$ cat src/rtl/gray_step_decoder_pkg.sv
// Shared definitions for the 3-bit Gray position code link.
// The stepper encoder and this decoder both import this package so the
// Gray<->binary mapping is defined in exactly one place.
package gray_step_decoder_pkg;

  // Decoder tracking states.
  typedef enum logic [1:0] {
    ST_INIT  = 2'd0,
    ST_TRACK = 2'd1,
    ST_FAULT = 2'd2
  } state_e;

  // Modulo-8 differences between consecutive binary positions.
  localparam logic [2:0] DELTA_HOLD = 3'd0;
  localparam logic [2:0] DELTA_UP   = 3'd1;
  localparam logic [2:0] DELTA_DOWN = 3'd7;

  // 3-bit reflected Gray to binary: each binary bit is the XOR of all
  // Gray bits at or above it.
  function automatic logic [2:0] gray2bin3(input logic [2:0] g);
    logic [2:0] b;
    b[2] = g[2];
    b[1] = g[2] ^ g[1];
    b[0] = g[2] ^ g[1] ^ g[0];
    return b;
  endfunction

endpackage

$ cat src/rtl/gray_step_decoder_sync.sv
// Multi-stage synchroniser for the Gray code bus. Gray coding guarantees
// that only one bit changes per legal step, so bitwise synchronisation
// cannot produce a code that is neither the old nor the new value.
module gray_sync #(
  parameter int SYNC_STAGES = 2,
  parameter int W           = 3
) (
  input  logic         clk,
  input  logic         reset,
  input  logic [W-1:0] d_in,
  output logic [W-1:0] d_out
);

  logic [W-1:0] stage_q [SYNC_STAGES];
  logic [W-1:0] stage_d [SYNC_STAGES];

  // Next value of each stage: the first samples the input, the rest shift.
  always_comb begin
    stage_d[0] = d_in;
    for (int i = 1; i < SYNC_STAGES; i++) begin
      stage_d[i] = stage_q[i-1];
    end
  end

  // Chain registers, cleared asynchronously so no stale code survives reset.
  always_ff @(posedge clk or posedge reset) begin
    if (reset) begin
      for (int i = 0; i < SYNC_STAGES; i++) begin
        stage_q[i] <= {W{1'b0}};
      end
    end else begin
      for (int i = 0; i < SYNC_STAGES; i++) begin
        stage_q[i] <= stage_d[i];
      end
    end
  end

  assign d_out = stage_q[SYNC_STAGES-1];

endmodule

$ cat src/rtl/gray_step_decoder.sv
// Receive side of the stepper's 3-bit Gray position code. Synchronises the
// code, decodes single up/down steps into a wrapping signed position and
// latches a sticky fault on any multi-step jump until clr_err re-locks.
module gray_step_decoder
  import gray_step_decoder_pkg::*;
#(
  parameter int POS_W       = 8,
  parameter int SYNC_STAGES = 2
) (
  input  logic             clk,
  input  logic             reset,
  input  logic [2:0]       g_in,
  input  logic             clr_err,
  output logic             step,
  output logic             dir,
  output logic [POS_W-1:0] pos,
  output logic [2:0]       code_bin,
  output logic             locked,
  output logic             err
);

  localparam int               FILL_W  = $clog2(SYNC_STAGES + 1);
  localparam logic [FILL_W-1:0] FILL_MAX = FILL_W'(SYNC_STAGES);
  localparam logic [FILL_W-1:0] FILL_ONE = FILL_W'(1);
  localparam logic [POS_W-1:0]  POS_ONE  = {{(POS_W-1){1'b0}}, 1'b1};

  logic [2:0]        g_sync_s;
  logic [2:0]        cur_bin_s;
  logic [2:0]        delta_s;
  logic              fill_done_s;

  state_e            state_q,    state_d;
  logic [2:0]        prev_q,     prev_d;
  logic [POS_W-1:0]  pos_q,      pos_d;
  logic              dir_q,      dir_d;
  logic              step_q,     step_d;
  logic [2:0]        code_bin_q, code_bin_d;
  logic              locked_q,   locked_d;
  logic              err_q,      err_d;
  logic [FILL_W-1:0] fill_q,     fill_d;

  gray_sync #(
    .SYNC_STAGES (SYNC_STAGES),
    .W           (3)
  ) u_sync (
    .clk   (clk),
    .reset (reset),
    .d_in  (g_in),
    .d_out (g_sync_s)
  );

  assign cur_bin_s   = gray2bin3(g_sync_s);
  assign delta_s     = cur_bin_s - prev_q;
  // The sync chain holds reset zeros for SYNC_STAGES edges; INIT must not
  // take its reference until a real sampled code has reached the output.
  assign fill_done_s = (fill_q == FILL_MAX);

  // Next-state, position update and output decode.
  always_comb begin
    state_d    = state_q;
    prev_d     = cur_bin_s;
    pos_d      = pos_q;
    dir_d      = dir_q;
    step_d     = 1'b0;
    code_bin_d = cur_bin_s;
    err_d      = err_q;
    if (fill_done_s) begin
      fill_d = fill_q;
    end else begin
      fill_d = fill_q + FILL_ONE;
    end

    case (state_q)
      ST_INIT: begin
        if (fill_done_s) begin
          state_d = ST_TRACK;
        end else begin
          state_d = ST_INIT;
        end
      end
      ST_TRACK: begin
        case (delta_s)
          DELTA_HOLD: begin
            state_d = ST_TRACK;
          end
          DELTA_UP: begin
            step_d = 1'b1;
            dir_d  = 1'b1;
            pos_d  = pos_q + POS_ONE;
          end
          DELTA_DOWN: begin
            step_d = 1'b1;
            dir_d  = 1'b0;
            pos_d  = pos_q - POS_ONE;
          end
          default: begin
            // Multi-step jump: a clr_err in this same cycle is ignored.
            err_d   = 1'b1;
            state_d = ST_FAULT;
          end
        endcase
      end
      ST_FAULT: begin
        if (clr_err) begin
          err_d   = 1'b0;
          state_d = ST_INIT;
        end else begin
          err_d   = 1'b1;
          state_d = ST_FAULT;
        end
      end
      default: begin
        state_d = ST_INIT;
      end
    endcase

    locked_d = (state_d == ST_TRACK);
  end

  // State and output registers, all cleared by the asynchronous reset.
  always_ff @(posedge clk or posedge reset) begin
    if (reset) begin
      state_q    <= ST_INIT;
      prev_q     <= 3'd0;
      pos_q      <= {POS_W{1'b0}};
      dir_q      <= 1'b0;
      step_q     <= 1'b0;
      code_bin_q <= 3'd0;
      locked_q   <= 1'b0;
      err_q      <= 1'b0;
      fill_q     <= {FILL_W{1'b0}};
    end else begin
      state_q    <= state_d;
      prev_q     <= prev_d;
      pos_q      <= pos_d;
      dir_q      <= dir_d;
      step_q     <= step_d;
      code_bin_q <= code_bin_d;
      locked_q   <= locked_d;
      err_q      <= err_d;
      fill_q     <= fill_d;
    end
  end

  assign step     = step_q;
  assign dir      = dir_q;
  assign pos      = pos_q;
  assign code_bin = code_bin_q;
  assign locked   = locked_q;
  assign err      = err_q;

endmodule

$ cat config.mk
export PLATFORM = sky130hd
export DESIGN_NAME = gray_step_decoder
export DESIGN_NICKNAME = d
export VERILOG_FILES = /design/src/rtl/gray_step_decoder_pkg.sv /design/src/rtl/gray_step_decoder_sync.sv /design/src/rtl/gray_step_decoder.sv
export SDC_FILE = /design/constraint.sdc
export NUM_CORES = 1
export LEC_CHECK = 0
export ABC_CLOCK_PERIOD_IN_PS = 3770
export BUFFER_PORTS_ARGS = -buffer_cell sky130_fd_sc_hd__buf_2
export CAP_MARGIN = 15
export CORE_MARGIN = 8
export CORE_UTILIZATION = 55
export CTS_BUF_LIST = sky130_fd_sc_hd__clkbuf_2
export DETAILED_ROUTE_END_ITERATION = 8
export HOLD_SLACK_MARGIN = 0.08
export PLACE_DENSITY = 0.8
export SYNTH_ARGS = -nofsm -noshare
export SYNTH_HDL_FRONTEND = slang
export SYNTH_HIERARCHICAL = 1
export SYNTH_SLANG_ARGS = --single-unit
$ cat constraint.sdc
create_clock -name clk -period 3.77 [get_ports clk]
set_input_delay 1.131 -clock clk [delete_from_list [all_inputs] [get_ports clk]]
set_output_delay 1.131 -clock clk [all_outputs]
set_load 0.03 [all_outputs]
==> results of run 1 <==
==> flip-flops by register name, indices dropped and copies added (netlist names) <==
| signal | flops |
|---|---|
| pos | 8 |
| step | 1 |
| u_sync/d_out | 3 |
| fill_q | 2 |
| u_sync/stage_d | 3 |
| state_q | 2 |
| locked | 1 |
| err | 1 |
| code_bin | 3 |
| dir | 1 |
==> final cells by class <==
class	count	area share
Clock inverter	1	0.00392
Sequential cell	25	0.490
Timing Repair Buffer	20	0.0784
Tap cell	27	0.0265
Clock buffer	3	0.0118
Multi-Input combinational cell	62	0.367
Inverter	7	0.0225
==> stage by stage <==
step	hold WS [ns]	area [sq um]	setup WS, ns
after global placement	0.335	1260	0.441
after CTS	0.389	1280	0.285
after floorplan	0.331	1140	0.602
final	0.383	1280	0.321
after detailed placement	0.341	1260	0.324
after global routing	0.393	1280	0.0474
==> Yosys cell counts <==
| master | number |
|---|---|
| sky130_fd_sc_hd__a21oi_2 | 1 |
| sky130_fd_sc_hd__nand2_4 | 1 |
| sky130_fd_sc_hd__mux2_2 | 1 |
| sky130_fd_sc_hd__xnor3_2 | 1 |
| sky130_fd_sc_hd__nor2b_1 | 1 |
| sky130_fd_sc_hd__and3_1 | 1 |
| sky130_fd_sc_hd__o21ai_1 | 1 |
| sky130_fd_sc_hd__a21oi_1 | 6 |
| sky130_fd_sc_hd__nor4_1 | 1 |
| sky130_fd_sc_hd__xnor2_1 | 6 |
| sky130_fd_sc_hd__nand3b_2 | 1 |
| sky130_fd_sc_hd__ha_1 | 3 |
| sky130_fd_sc_hd__o21ai_2 | 1 |
| sky130_fd_sc_hd__nor2_1 | 3 |
| sky130_fd_sc_hd__dfrtp_1 | 25 |
| sky130_fd_sc_hd__nand2_1 | 7 |
| sky130_fd_sc_hd__and4_2 | 1 |
| sky130_fd_sc_hd__xor2_1 | 6 |
| sky130_fd_sc_hd__nor2_2 | 1 |
| sky130_fd_sc_hd__or3_1 | 2 |
| sky130_fd_sc_hd__buf_6 | 2 |
| sky130_fd_sc_hd__fa_1 | 1 |
| sky130_fd_sc_hd__nand4_1 | 4 |
| sky130_fd_sc_hd__inv_1 | 6 |
| sky130_fd_sc_hd__nor3b_1 | 1 |
| sky130_fd_sc_hd__o211a_2 | 1 |
| sky130_fd_sc_hd__o21ai_0 | 1 |
| sky130_fd_sc_hd__and3_2 | 1 |
| sky130_fd_sc_hd__or4_4 | 1 |
| sky130_fd_sc_hd__or4_1 | 3 |
| sky130_fd_sc_hd__nand2b_1 | 1 |
| sky130_fd_sc_hd__nor3_1 | 3 |
| sky130_fd_sc_hd__inv_4 | 1 |
==> power breakdown <==
part	internal (mW)	total, mW	switching, mW
logic	0.148	0.406	0.257
clock network	0.0241	0.105	0.0810
registers	0.338	0.423	0.0848
total	0.511	0.934	0.423
==> cells by family after synthesis <==
| logic type | share of synthesized area |
|---|---|
| and+or+nand+nor | 0.177 |
| DFF | 0.546 |
| xor gates and xnor gates | 0.113 |
| AOI/OAI and AO/OA | 0.0590 |
| buffers and inverters | 0.0448 |
| adders and majority gates | 0.0503 |
| muxes | 0.00984 |
==> routing by layer <==
metal / vias to the layer above / share of wire
met4: 0 / 0.0097
met1: 369 / 0.43
met3: 4 / 0.065
li1: 374 / -
met2: 13 / 0.50
met5: - / 0
==> worst min path at each step <==
stage	start	endpoint	slack [ns]
after floorplan	u_sync/stage_d[0]$_DFF_PP0_	u_sync/d_out[0]$_DFF_PP0_	0.33
after global placement	u_sync/stage_d[2]$_DFF_PP0_	u_sync/d_out[2]$_DFF_PP0_	0.34
after detailed placement	u_sync/stage_d[2]$_DFF_PP0_	u_sync/d_out[2]$_DFF_PP0_	0.34
after CTS	u_sync/stage_d[2]$_DFF_PP0_	u_sync/d_out[2]$_DFF_PP0_	0.39
after global routing	u_sync/stage_d[2]$_DFF_PP0_	u_sync/d_out[2]$_DFF_PP0_	0.39
final	u_sync/stage_d[2]$_DFF_PP0_	u_sync/d_out[2]$_DFF_PP0_	0.38
==> out/summary.md, run 1 <==
The flow ran to the end, and the final reports show no timing, DRC or antenna violations. The combined global-route utilization of all metal layers came out at 0.118. The filler cells instantiated in the layout total 174.

In this run the worst setup path begins at u_sync/d_out[2]$_DFF_PP0_. Across the run, the number of max-cap violations was 0. Post-synth net total: 106.

The kind of cell with the highest combined delay along the critical path is XOR/XNOR gates. The DRC violation total after the first TritonRoute iteration came out at 20. The number of antenna violations at the first check in global routing is 0, and the final HPWL from detailed placement is 1500 um. In the layout the commonest cells are sky130_fd_sc_hd__dfrtp_1, sky130_fd_sc_hd__buf_2, sky130_fd_sc_hd__nand2_1. Final critical delay including setup and external delays: 3.45 ns. The area inside the core boundary is 1960 sq um, and the global routing usage on met2 is 0.195. At the worst endpoint, the arrival time is 3.76 ns. TritonCTS built the clock tree. Clock-pin slew was measured on the worst setup and hold paths at 0.23 ns. Final critical-path share of the clock period: 0.915. Setup repair after global routing left no endpoint under its margin. The cell type with the largest total area after synthesis was sky130_fd_sc_hd__dfrtp_1. The synthesized design contains 25 register bits. At the end of routability-driven placement, the weighted congestion stood at 0.757. The worst register-to-register path ends at pos[6]$_DFFE_PP0P_. Dividing the detail-routed via count by the number of cells gives 5.24. The area taken by multi-input logic gates was 468 sq um; the depth of the critical timing path with buffers and inverters included was 12. The antenna diode count was 0. The worst register-to-register path begins at u_sync/d_out[2]$_DFF_PP0_. Row generation in the floorplan step produced 16 rows. Hold repair after CTS inserted 0 buffers. The total global routing overflow is 0.

The run gives 0 as the number of pins with negative max-slew slack in the final report. The headroom to the max-slew limit is 0.510, and the total number of yosys warnings is 6. The clock reaches the later pin of the worst-skew pair after 0.35 ns.

The leakage power of the design came out at 0.629 nW. VDD sags by at most 0.000408 V. For the share of the core filled with cells in the final layout, the log shows 0.651. The register-to-register path setup slack was 0.32 ns. The tools report the post-route clock skew as 0.00773 ns. The routed layout has 760 vias. The worst register-to-register path has a depth of 12. In this run the mean area of a mapped cell was 11.9 sq um.

The most common library cell in the layout ignoring fill and taps is sky130_fd_sc_hd__dfrtp_1. For this design, the sink count on the clock tree is 25. The number of design rule violations left after detail routing was 0. Worst endpoint required time: 4.08 ns.

Derived from the worst setup path, the maximum achievable clock frequency is 290 MHz. For the starting density of the core, the log shows 0.584. The run gives 0 as the setup violation total in the final timing report.

The tools report the count of final hold-check violations as 0. Combined flip-flop and latch cell area: 626 sq um. The proportion of layout cells with a drive suffix above 1 came out at 0.305.

The top-area cell type share of the netlist area came out at 0.546. For this design, the slowest cell found on the critical path is sky130_fd_sc_hd__or4_1. Once the clock tree was built, the setup fixing pass inserted 0 buffers. The number of nets in the finished design is 129, and the number of buffers created by CTS is 3. The buffer and inverter count on the worst path is 1, and the layout-stage area growth over the synthesis result is 11.5%.

Of all nets on the critical path, the largest fanout is 14. Summed over all failing endpoints, the final setup total negative slack is 0 ns. Once detail routing completed, the nets flagged for antenna violations numbered 0. In this design, the stage delay of the slowest critical-path cell is 0.54 ns.

The finished layout holds 145 standard cells, fillers aside. The kind of critical path was flip-flop to flip-flop. The number of primary I/O pins came out at 21. The number of placed cells counting well taps is 141. Element type at the critical path end: a flip-flop. The met1 demand-to-capacity share in global routing was 0.137; the height of the die was 61.6 um. The final routed wire length divided by cell count was 13.5 um.

Sorting the synthesized cells by area gives the leading types as sky130_fd_sc_hd__dfrtp_1, sky130_fd_sc_hd__xnor2_1, sky130_fd_sc_hd__xor2_1. For the overall power consumption, the log shows 0.934 mW. The number of H-tree levels came out at 1. Entering global routing, the biggest net connects 20 pins. The transition at the pin with the smallest max-transition slack came out at 0.735 ns.

The total length of routed wires was 1960 um. Count of buffers from port buffering: 20. Gates resized during post-CTS repair numbered 0.

Sequential-to-total area share from yosys stat: 0.546. The worst setup path is launched from a flip-flop. In this run the worst setup path terminates at pos[6]$_DFFE_PP0P_.

The overall die width works out to 61.6 um. The wire length of the first global-routing pass came out at 3330 um. Path class of the lowest-slack min-delay path: flip-flop to flip-flop.

The number of distinct library cells after synthesis came out at 33. The root buffer cell is sky130_fd_sc_hd__clkbuf_2. The worst hold path cell count came out at 0.

The power per cell area is 732 nW/um^2, and the floorplan die area is 3800 sq um. The longest clock path from root to sink contains 2 buffers. Traced cell by cell, the critical path runs through xor2_1, xnor2_1, ha_1, inv_1, fa_1, xnor3_2, nand3b_2, xnor2_1, ha_1, or4_1, a21oi_2, xor2_1. For the met3 track utilization from global routing, the log shows 0.0313. In this run the most used layer during global routing was met2.

The number of global-route vias before repair was 769. The cell count after synthesis came out at 96. The cell area that synthesis handed to floorplanning was 1140 sq um.

The pre-antenna-repair detailed-routing pass consisted of 3 iterations.
No activity file was read; power rests on OpenSTA's default activity.
==> run 2: changes to the inputs <==
CORE_MARGIN = 2   (was 8)
REMOVE_ABC_BUFFERS = 1   (was default)
==> out/summary.md, run 2 (same netlist as run 1, synthesis figures left out) <==
The height of the die is 49.6 um. Routability-driven placement finished with a final weighted congestion of 0.807. TritonCTS built the clock tree. The signal on the critical path passes through xor2_1, xnor2_1, ha_1, inv_1, fa_1, xnor3_2, nand3b_2, xnor2_1, ha_1, or4_1, a21oi_2, xor2_1. Share of the core filled with cells in the final layout: 0.654. In the final routed layout, each cell accounts on average for 11.8 um. The largest voltage drop on the vdd net came out at 0.000333 V. The tools report the combined global-route utilization of all metal layers as 0.163. The analysis attributes to cell leakage a power of 0.633 nW. The first detailed-routing pass ran for 2 iterations. The count of buffers added on input and output ports is 20.

The kind of start point of the critical path was a flip-flop. The tools report the number of gates given a new drive strength after cts as 0. The number of global-route vias before repair was 731; the total number of vias was 753.

The reported max-cap violation count is 0, and the insertion delay to the later sink of the worst-skew pair is 0.32 ns. The power per cell area was 720 nW/um^2. Relative to the synthesized area, the layout overhead comes to 12.1%.

For the starting density of the core, the log shows 0.584. The antenna diode count was 0. The worst path needs 3.28 ns of the cycle, external delays included.

The number of H-tree levels is 1. After the first detailed-routing iteration, the DRC count stood at 5. After clock tree synthesis, the clock-pin slew on the worst setup and hold paths is 0.22 ns. The first global-routing pass estimated 3070 um of wire.

The tools report the number of rows created at floorplan as 16. The flow ran to the end, and the final reports show no timing, DRC or antenna violations. The proportion of layout cells with a drive suffix above 1 is 0.311. CTS placed an instance of sky130_fd_sc_hd__clkbuf_2 at the clock tree root.

The logs give 0 for the number of pins with negative max-slew slack in the final report and 130 for the number of nets in the finished design. In the routed layout, each cell is associated on average with a via count of 5.16. The count of final hold-check violations was 0. The logs give 0 for the setup violation total in the final timing report and 0 for the antenna violation net count after detailed routing. The number of hold buffers added after CTS was 0. In this run the worst path has a maximum fanout of 6.

The number of flip-flops in the largest register is 8. Setup repair after global routing left no endpoint under its margin. Data arrives at the worst endpoint at 3.54 ns. Summed over all failing endpoints, the final setup total negative slack is 0 ns. Static timing analysis puts the maximum clock frequency at 305 MHz. For the number of buffers created by CTS, the log shows 3. The tools report the floorplan die area as 2460 sq um. The tools report the number of buffers between clock root and the deepest sink as 2.

The most common library cell in the layout ignoring fill and taps was sky130_fd_sc_hd__dfrtp_1. The top cell types in the final layout, fill and taps aside, are sky130_fd_sc_hd__dfrtp_1, sky130_fd_sc_hd__buf_2, sky130_fd_sc_hd__nand2_1. Wires add up to 1720 um. The largest individual stage delay along the critical path comes from the cell sky130_fd_sc_hd__or4_1.

The run gives 0.515 as the headroom to the max-slew limit. The overall die width works out to 49.6 um. After clock tree synthesis, the setup repair step added 0 buffers. At the worst endpoint, the required time is 4.04 ns.

The maximum number of pins on one net before global-route repair is 20. The area inside the core boundary was 1960 sq um; the final HPWL from detailed placement was 1310 um. For this design the top-level I/O count stands at 21. For the pin with the worst max-slew slack, the measured transition is 0.727 ns. By startpoint and endpoint, the worst setup path is classified as flip-flop to flip-flop.

The final-layout fill cell count came out at 171. For this run, the slowest stage of the critical path takes 0.54 ns. Number of antenna violations at the first check in global routing: 0.

For the final database, setup skew stands at 0.00283 ns. For this run the aggregate overflow at the end of global routing stands at 0. Final critical-path share of the clock period: 0.869. After detailed routing, the number of remaining DRC violations is 0. The worst setup path is captured at a flip-flop. CTS saw 25 sinks. The path class of the lowest-slack min-delay path was flip-flop to flip-flop.
==> run 2: cell count changes in the layout (fill, tap and decap cells not counted), sizes merged <==
| cell | delta |
|---|---|
| buf | +1 |
| clkbuf | +1 |
| clkinv | -1 |
==> run 2: worst paths after layout <==
path	startpoint	end	slack, ns	cells past startpoint
worst max-delay path	u_sync/d_out[2]$_DFF_PP0_	pos[6]$_DFFE_PP0P_	0.49	12
worst min-delay path	u_sync/stage_d[0]$_DFF_PP0_	u_sync/d_out[0]$_DFF_PP0_	0.38	0
worst max register to register	u_sync/d_out[2]$_DFF_PP0_	pos[6]$_DFFE_PP0P_	0.49	12
worst min register to register	u_sync/stage_d[0]$_DFF_PP0_	u_sync/d_out[0]$_DFF_PP0_	0.38	0
max in group asynchronous	reset	err$_DFFE_PP0P_	2.43	2
min in group asynchronous	reset	u_sync/stage_d[1]$_DFF_PP0_	0.67	2
==> run 2: layout make-up <==
class                      count  area [sq um]  share of cell area
sequential                    25           626               0.487
multi-input combinational     62           468               0.365
timing repair buffer          21           108              0.0838
tap                           27          33.8              0.0263
inverter                       7          28.8              0.0224
clock buffer                   4          20.0              0.0156
==> run 2: metal layers <==
layer / part of all wire / vias to the layer above / global-route usage
met5: 0 / - / 0
met1: 0.47 / 363 / 0.204
met2: 0.49 / 11 / 0.276
met3: 0.031 / 2 / 0.0394
met4: 0.0076 / 0 / 0.0556
li1: - / 377 / -
==> run 2: power by group <==
part	total, mW	internal, mW	switching, mW
clock	0.101	0.0281	0.0733
combinational	0.402	0.152	0.250
sequential	0.422	0.338	0.0833
total	0.925	0.518	0.407
==> run 2: worst max-delay path: cells and delay by family, from the launching register on <==
kind / cells / cell delay, ns
xor gates and xnor gates: 5 / 1.11
adders and majority gates: 3 / 0.79
and+or+nand+nor: 2 / 0.65
DFF: 1 / 0.47
AOI/OAI and AO/OA: 1 / 0.16
buffers and inverters: 1 / 0.05
==> run 2: metrics by stage <==
step	area (sq um)	setup WS [ns]	hold WS, ns	std cells	total power [mW]
global placement	1260	0.616	0.334	142	0.822
finish	1280	0.493	0.384	146	0.925
floorplan	1120	0.588	0.331	94	0.723
detailed placement	1260	0.493	0.342	142	0.832
global route	1280	0.268	0.395	146	0.998
CTS	1280	0.459	0.388	146	0.934
